File: src/rtl/pc_branch_ctrl.sv
// PC register with fetch-time branch prediction (2-bit saturating BHT),
// EX-stage branch resolution with one-cycle flush/redirect, HLT freeze and mispredict counting.
module pc_branch_ctrl #(
    parameter int               WIDTH     = 16,
    parameter int               OFF_W     = 9,
    parameter int               BHT_DEPTH = 16,
    parameter logic [WIDTH-1:0] RESET_PC  = '0
) (
    input  logic             clk,
    input  logic             rst,
    input  logic             stall,
    input  logic             if_br,
    input  logic             if_hlt,
    input  logic [OFF_W-1:0] if_imm,
    input  logic             ex_br,
    input  logic             ex_br_reg,
    input  logic [2:0]       ex_ccc,
    input  logic [2:0]       ex_flags,
    input  logic [WIDTH-1:0] ex_pc,
    input  logic [OFF_W-1:0] ex_imm,
    input  logic [WIDTH-1:0] ex_rs,
    input  logic             ex_pred,
    output logic [WIDTH-1:0] pc,
    output logic [WIDTH-1:0] pc_plus2,
    output logic             if_pred,
    output logic             flush,
    output logic             halted,
    output logic [15:0]      mispred_cnt
);

    localparam int IDX_W = $clog2(BHT_DEPTH);

    typedef enum logic [0:0] {RUN, HALTED} state_t;

    state_t           state_q, state_d;
    logic [WIDTH-1:0] pc_q, pc_d;
    logic [1:0]       bht_q [BHT_DEPTH];
    logic [15:0]      cnt_q;

    logic             actual;
    logic             mispredict;
    logic [WIDTH-1:0] fetch_target;
    logic [WIDTH-1:0] ex_target;
    logic [WIDTH-1:0] redirect_pc;
    logic [IDX_W-1:0] ex_idx;
    logic [1:0]       ctr_cur, ctr_upd;

    function automatic logic [WIDTH-1:0] rel_target(input logic [WIDTH-1:0] base,
                                                    input logic [OFF_W-1:0] imm);
        logic [WIDTH-1:0] off;
        off = {{(WIDTH-OFF_W){imm[OFF_W-1]}}, imm};
        return base + WIDTH'(2) + (off << 1);
    endfunction

    // flags are {Z,V,N}
    function automatic logic cond_met(input logic [2:0] ccc, input logic [2:0] flags);
        logic z, v, n;
        z = flags[2];
        v = flags[1];
        n = flags[0];
        case (ccc)
            3'b000:  return !z;
            3'b001:  return z;
            3'b010:  return !z && !n;
            3'b011:  return n;
            3'b100:  return z || !n;
            3'b101:  return n || z;
            3'b110:  return v;
            default: return 1'b1;
        endcase
    endfunction

    always_comb begin
        actual       = cond_met(ex_ccc, ex_flags);
        mispredict   = ex_br && (actual != ex_pred);
        flush        = mispredict && !rst;
        if_pred      = if_br && bht_q[pc_q[IDX_W:1]][1];
        fetch_target = rel_target(pc_q, if_imm);
        ex_target    = ex_br_reg ? ex_rs : rel_target(ex_pc, ex_imm);
        redirect_pc  = actual ? ex_target : ex_pc + WIDTH'(2);
        ex_idx       = ex_pc[IDX_W:1];
        ctr_cur      = bht_q[ex_idx];
        if (actual) ctr_upd = (ctr_cur == 2'b11) ? ctr_cur : ctr_cur + 2'd1;
        else        ctr_upd = (ctr_cur == 2'b00) ? ctr_cur : ctr_cur - 2'd1;
    end

    // Entering HALTED keeps pc on the HLT itself rather than stepping past it.
    always_comb begin
        state_d = state_q;
        pc_d    = pc_q + WIDTH'(2);
        case (state_q)
            RUN: begin
                if (flush) begin
                    pc_d = redirect_pc;
                end else if (stall) begin
                    pc_d = pc_q;
                end else if (if_hlt) begin
                    state_d = HALTED;
                    pc_d    = pc_q;
                end else if (if_pred) begin
                    pc_d = fetch_target;
                end
            end
            HALTED: begin
                if (flush) begin
                    state_d = RUN;
                    pc_d    = redirect_pc;
                end else begin
                    pc_d = pc_q;
                end
            end
            default: begin
                state_d = RUN;
                pc_d    = pc_q;
            end
        endcase
    end

    always_ff @(posedge clk) begin
        if (rst) begin
            state_q <= RUN;
            pc_q    <= RESET_PC;
            cnt_q   <= '0;
            for (int unsigned i = 0; i < BHT_DEPTH; i++) bht_q[i] <= 2'b01;
        end else begin
            state_q <= state_d;
            pc_q    <= pc_d;
            if (flush && cnt_q != '1) cnt_q <= cnt_q + 16'd1;
            if (ex_br && !ex_br_reg) bht_q[ex_idx] <= ctr_upd;
        end
    end

    assign pc          = pc_q;
    assign pc_plus2    = pc_q + WIDTH'(2);
    assign halted      = (state_q == HALTED);
    assign mispred_cnt = cnt_q;

endmodule

File: config.mk
export PLATFORM = sky130hd
export DESIGN_NAME = pc_branch_ctrl
export DESIGN_NICKNAME = d
export VERILOG_FILES = /design/src/rtl/pc_branch_ctrl.sv
export SDC_FILE = /design/constraint.sdc
export NUM_CORES = 1
export LEC_CHECK = 0
export ABC_CLOCK_PERIOD_IN_PS = 3350
export BUFFER_PORTS_ARGS = -buffer_cell sky130_fd_sc_hd__buf_4
export CAP_MARGIN = 20
export CORE_ASPECT_RATIO = 2
export CORE_UTILIZATION = 40
export DETAILED_ROUTE_END_ITERATION = 10
export PLACE_DENSITY = 0.6
export SYNTH_ARGS = -nofsm -noshare
export SYNTH_HDL_FRONTEND = slang
export SYNTH_SLANG_ARGS = --single-unit
export TNS_END_PERCENT = 50
File: constraint.sdc
create_clock -name clk -period 3.35 [get_ports clk]
set_input_delay 0.335 -clock clk [delete_from_list [all_inputs] [get_ports clk]]
set_output_delay 0.335 -clock clk [all_outputs]
set_load 0.01 [all_outputs]
-- Word level (Yosys, flattened, before mapping)
Memories as Yosys holds them, arrays and structs flattened. A register that Yosys moved wholly into a read port is not among the register bits.
Cells that the tools add are included.
- register bits after elaboration: 33
- bits in latches: 0
- bits in writable memories: 32
- memory bits (read-only): 0
- input bits: 64
- output and inout bits: 51
- memories: 1
- add/subtract/negate cells: 7
- $mul: 0
- divide/modulo/power cells: 0
- order comparisons: 0
- eq/ne operators: 12
- shift operators: 0
- mux-type cells: 27
- bitwise operators: 1
- reductions and logical operators: 16
- memories (memory ; words ; bits a word ; rd ports ; clocked after memory_dff ; write ports ; RTL line ; source):
    bht_q ; 16 ; 2 ; 2 ; 1 ; 16 ; 37 ; logic [1:0] bht_q [BHT_DEPTH];
- operators with widths (operator ; count):
    $mux W16 ; 7
    $add A16 B16 Y16 ; 2
    $add A16 B2 Y16 const B ; 2
    $pmux W16 S2 ; 1
    $add A16 B1 Y16 const B ; 1
    $ne A16 B16 Y1 const B ; 1
    $mux W4 ; 3
    $mux W1 ; 10
    $eq A3 B3 Y1 const B ; 3
    $mux W2 ; 4
    $pmux W1 S7 ; 1
    $eq A3 B2 Y1 const B ; 2
    $logic_and A1 B1 Y1 ; 6
    $ne A3 B3 Y1 const B ; 2
    $logic_not A1 Y1 ; 4
    $eq A3 B1 Y1 const B ; 1
    $logic_not A3 Y1 ; 1
    $reduce_and A3 Y1 ; 1
    $add A2 B1 Y2 const B ; 1
    $eq A2 B2 Y1 const B ; 1
    $logic_not A2 Y1 ; 1
    $logic_or A1 B1 Y1 ; 2
    $ne A2 B2 Y1 const B ; 1
    $pmux W1 S2 ; 1
    other kinds (4) ; 4

-- Depth between registers and ports, before layout
- word-level depth: 10
- mapped depth: 15
- gate-level depth less buffers: 14

-- Worst setup path before layout
Ideal clock, no wire load.
- kind: in2reg
- start: input ex_pc[4]
- end: register pc_q[15] (netlist: pc[15])
- library setup time: 0.125 ns
- data arrival time: 3.096 ns
- required time: 3.225 ns
- slack: 0.129 ns
- stages: 15
- buffers on the path: 1
- cells stage by stage: clkbuf_1 nand2_1 or2_2 nor2_1 nand2_1 xnor2_1 ha_1 a21oi_1 nand2_1 a21o_1 a221oi_1 o21ai_0 xnor2_1 a311oi_1 o31ai_1
- cells in the longest elaborated chain, start to end: 6
- elaborated cells on any way between the ends: 7
- those cells by class: add/sub: 2; mux: 5
- RTL lines (element ; RTL line ; source):
    start: declaration ; 19 ; input logic [WIDTH-1:0] ex_pc,
    $add A16 B2 Y16 (*) ; 52, 80 ;
    $add A16 B16 Y16 ; 52 ; return base + WIDTH'(2) + (off << 1);
    $mux W16 ; 79 ; ex_target = ex_br_reg ? ex_rs : rel_target(ex_pc, ex_imm);
    $mux W16 (*) ; 80 ; redirect_pc = actual ? ex_target : ex_pc + WIDTH'(2);
    $mux W16 (on tied branches) ; 105, 93 ;
    $pmux W16 S2 (*) ; 91 ; case (state_q)
    end signal: assignment ; 127 ; pc_q <= pc_d;
    end: declaration ; 36 ; logic [WIDTH-1:0] pc_q, pc_d;
Every way passes the cells marked *; elsewhere a longest branch is shown, timed or not. The select of a mux whose other input is x is not followed.
A chain may end at the register's enable or synchronous reset.

-- Worst setup path after layout
- start: register pc_q[2] (netlist: pc[2])
- end: register pc_q[11] (netlist: pc[11])
- cells in the longest elaborated chain, start to end: 7
- RTL lines (element ; RTL line ; source):
    $add A16 B2 Y16 (*) ; 52, 90 ;
    $add A16 B16 Y16 ; 52 ;
    $mux W16 (*) ; 100 ; end else if (if_pred) begin
    $mux W16 (*) ; 97 ; end else if (if_hlt) begin
    $mux W16 (*) ; 95 ; end else if (stall) begin
    $mux W16 (*) ; 93 ; if (flush) begin
    $pmux W16 S2 (*) ; 91 ;
Marked as above.

==> impl_metrics.py <==
metrics = {
    "job": {
        "drv_cap": 0,
    },
    "route": {
        "ant_nets": 0,
        "drt_pass1_iterations": 4,
        "vias": 5421,
        "routedWlPerCell_microns": 19.2,
        "drcViolationCount": 0,
        "wl_met1_mm": 5.74,
        "dr_wl_met3_microns": 618,
        "top_layer_used": "met4",
        "wl_met2_mm": 11.1,
        "vias_per_cell": 5.60,
        "drt-total-wl_mm": 18.6,
        "drt_iter0_markers": 226,
    },
    "layout": {
        "diodes": 0,
        "syn2layout_area_growth_pct": 26.9,
        "multiInputGateArea_sq_um": 3740,
        "seqCellArea_sq_um": 1700,
        "drive_above_1_share_pct": 24.4,
        "final_nets": 877,
        "fillCellCount": 1331,
    },
    "grt": {
        "antenna_found_initial": 0,
        "grt_pass1_vias": 5791,
        "grt_overflow_total": 0,
        "grt_pass1_wl_mm": 29.2,
        "grt_max_degree": 52,
        "grt_usage_pct": 26.5,
    },
    "place": {
        "io_buffer_count": 114,
        "hpwlAfterDp_mm": 15.1,
        "gp_congestion": 0.956,
    },
    "worst_setup_path": {
        "worstPathArrival_ns": 3.39,
        "r2r_slack_ns": 0.21,
        "worst_path_largest_cell_delay_ns": 0.45,
        "crit_required_ns": 3.60,
        "path_max_fanout": 5,
        "path_buf_inv": 0,
        "path_cells": "ha_1, xor2_1, ha_1, a211oi_1, nor2_1, o21ai_0, o21bai_1, xor2_1, mux2i_1, a211o_1, o31ai_1",
        "end_kind": "flop",
        "worstSetupStartpointType": "flop",
        "rr_startpoint": "pc[2]",
        "crit_family": "compound AO/OA/AOI/OAI gates",
        "criticalPathCategory": "flop to flop",
        "cp_slowest_cell": "dfxtp_1",
        "reg2regPathDepth": 11,
        "timing.rr.end": "pc[11]",
    },
    "min_path": {
        "min-delay-start": "if_hlt",
        "min_to": "halted",
        "whs_path_depth": 3,
        "hp-class": "input port to flop",
    },
    "clock_network": {
        "clk_pin_slew_worst_paths_ns": 0.06,
        "cts_tree": "built",
        "clock_latency_ns": 0.34,
        "htreeDepth": 3,
        "cts_sinks": 69,
        "hold_buffers": 0,
        "cts_resized": 0,
        "cts_setup_buffers": 0,
        "clk_root_buffer_cell": "clkbuf_16",
        "numCtsBuffers": 9,
        "clockBufferDepth": 2,
    },
    "sta": {
        "timing.fmax_ghz": 0.318,
        "fin_skew_ns": 0.00835,
        "finalHoldViolCount": 0,
        "slew_violations": 0,
        "setup_tns_ns": 0,
        "slew_headroom_pct": 46.8,
        "finalCriticalPeriod_ns": 3.14,
        "hold_ws_ns": 0.294,
        "max_slew.worst_pin.slew_ns": 0.798,
        "period_share_pct": 93.8,
        "rsz0062_at_grt": "false",
        "setup_violations": 0,
    },
    "power": {
        "power_density_nw_per_um2": 414,
        "cellLeakagePower_nw": 2.86,
        "vdd.ir_drop.worst_v": 0.000271,
    },
    "synth": {
        "synth_nets": 755,
        "yosys.area.top_type": "edfxtp_1",
        "synth_flop_cell": "dfxtp_1",
        "yosys-mux-area-fraction_pct": 7.74,
        "synth_area_leaders": "edfxtp_1, dfxtp_1, ha_1, xnor2_1, mux4_2",
        "synthDistinctLibCells": 64,
        "synth_adder_area_share_pct": 9.29,
        "synth_top_family_by_area": "simple AND/OR/NAND/NOR gates",
        "yosysTopAreaCellShare_pct": 17.1,
        "synth-seq-cells": 69,
        "synthSimpleGateAreaFrac_pct": 25.0,
        "synth_compound_area_share_pct": 14.8,
        "synth_xor_area_share_pct": 9.34,
        "synth-edff-count": 32,
        "synth_area_per_cell_sq_um": 8.63,
        "synthCells": 652,
        "async_reset_ff_share_pct": 0,
        "ys_seq_area_share_pct": 30.2,
        "syn_area_sq_um": 5630,
        "yosys_warnings": 0,
    },
    "floorplanning": {
        "fp.dieArea_sq_um": 14600,
        "rows": 61,
        "coreArea_sq_um": 13800,
        "die_x_microns": 85.9,
        "ioPinCount": 115,
        "die_h_microns": 170,
        "start_util_pct": 40.7,
    },
    "status": {
        "status": "finished clean",
    },
}
==> metrics by stage <==
step	instances	setup slack, ns	util [%]	total power [W]	area, sq um
floorplan	652	0.129	-	0.00150	5630
global placement	952	0.0584	49.1	0.00183	6780
detailed placement	952	0.0722	49.1	0.00184	6780
CTS	968	0.202	51.6	0.00296	7130
global route	968	0.0227	51.7	0.00308	7140
finish	968	0.207	51.7	0.00296	7140
==> tightest hold or removal path: stages <==
cell and delay [ns]:
buf_4 0.08, a21oi_1 0.05, nor3_1 0.11
==> cell type report <==
type,instances,share of cell area [%]
multi-input combinational,537,52.3
inverter,16,0.841
clock inverter,7,1.70
timing repair buffer,141,14.8
tap,189,3.31
clock buffer,9,3.15
sequential,69,23.8
==> cells in the mapped netlist (all sizes together) (20+ instances only) <==
| master | n |
|---|---|
| nand2 | 53 |
| ha | 37 |
| a21oi | 29 |
| dfxtp | 37 |
| nand2b | 31 |
| nor2 | 76 |
| edfxtp | 32 |
| xor2 | 26 |
| o21ai | 35 |
| nor3 | 20 |
| xnor2 | 34 |
| nand3 | 42 |
==> layout by cell type (no fill, tap or decap), types with 3 or more instances in the layout <==
cell / n
nor2b_1: 10
a21o_1: 6
ha_1: 37
nand2b_1: 31
nand4_1: 8
nand3_1: 42
or2_2: 7
mux2i_1: 12
clkbuf_16: 9
o21ai_0: 33
a211oi_1: 9
a21oi_1: 28
nand2_1: 53
edfxtp_1: 32
buf_4: 141
inv_1: 16
nor3_1: 20
nand3b_1: 4
or3_1: 7
o31ai_1: 3
o21a_1: 4
nor2_1: 74
and2_1: 3
o211ai_1: 14
xor2_1: 26
mux4_2: 13
and3_1: 8
bufinv_16: 3
dfxtp_1: 37
xnor2_1: 33
nor4_1: 5
a31oi_1: 7
==> report_power, final <==
part	leakage, nW	switching, W	internal [W]	total (W)
Clock	0.170	0.000393	0.000731	0.00112
Combinational	2.12	0.000482	0.000388	0.000870
Sequential	0.579	0.0000479	0.000916	0.000964
==> per-layer routing <==
layer  GRT usage (%)  vias up
li1                -     2609
met1            22.7     2570
met2            53.9      175
met3            3.79       67
met4            17.1        0
met5               0        -
==> how the worst max path moves through the flow <==
| stage | start | end | slack, ns | cells after the start |
|---|---|---|---|---|
| floorplan | ex_pc[4] | pc[15] | 0.13 | 15 |
| global placement | ex_pc[2] | pc[15] | 0.06 | 15 |
| detailed placement | ex_pc[2] | pc[15] | 0.07 | 15 |
| CTS | pc[2] | pc[11] | 0.20 | 11 |
| global route | pc[1] | pc[11] | 0.02 | 11 |
| finish | pc[2] | pc[11] | 0.21 | 11 |
==> flip-flops by register name, summed over array words and instances, names as in the netlist, named ones only <==
signal       count
bht_q           32
mispred_cnt     16
pc              16
halted           1
==> logic make-up after synthesis <==
family          count (synthesis)
fa+ha+maj                      41
flops                          69
compound gates                127
xor+xnor                       60
buf+inv                        46
simple gates                  282
mux                            27
Power figures use the tool's default switching activity.
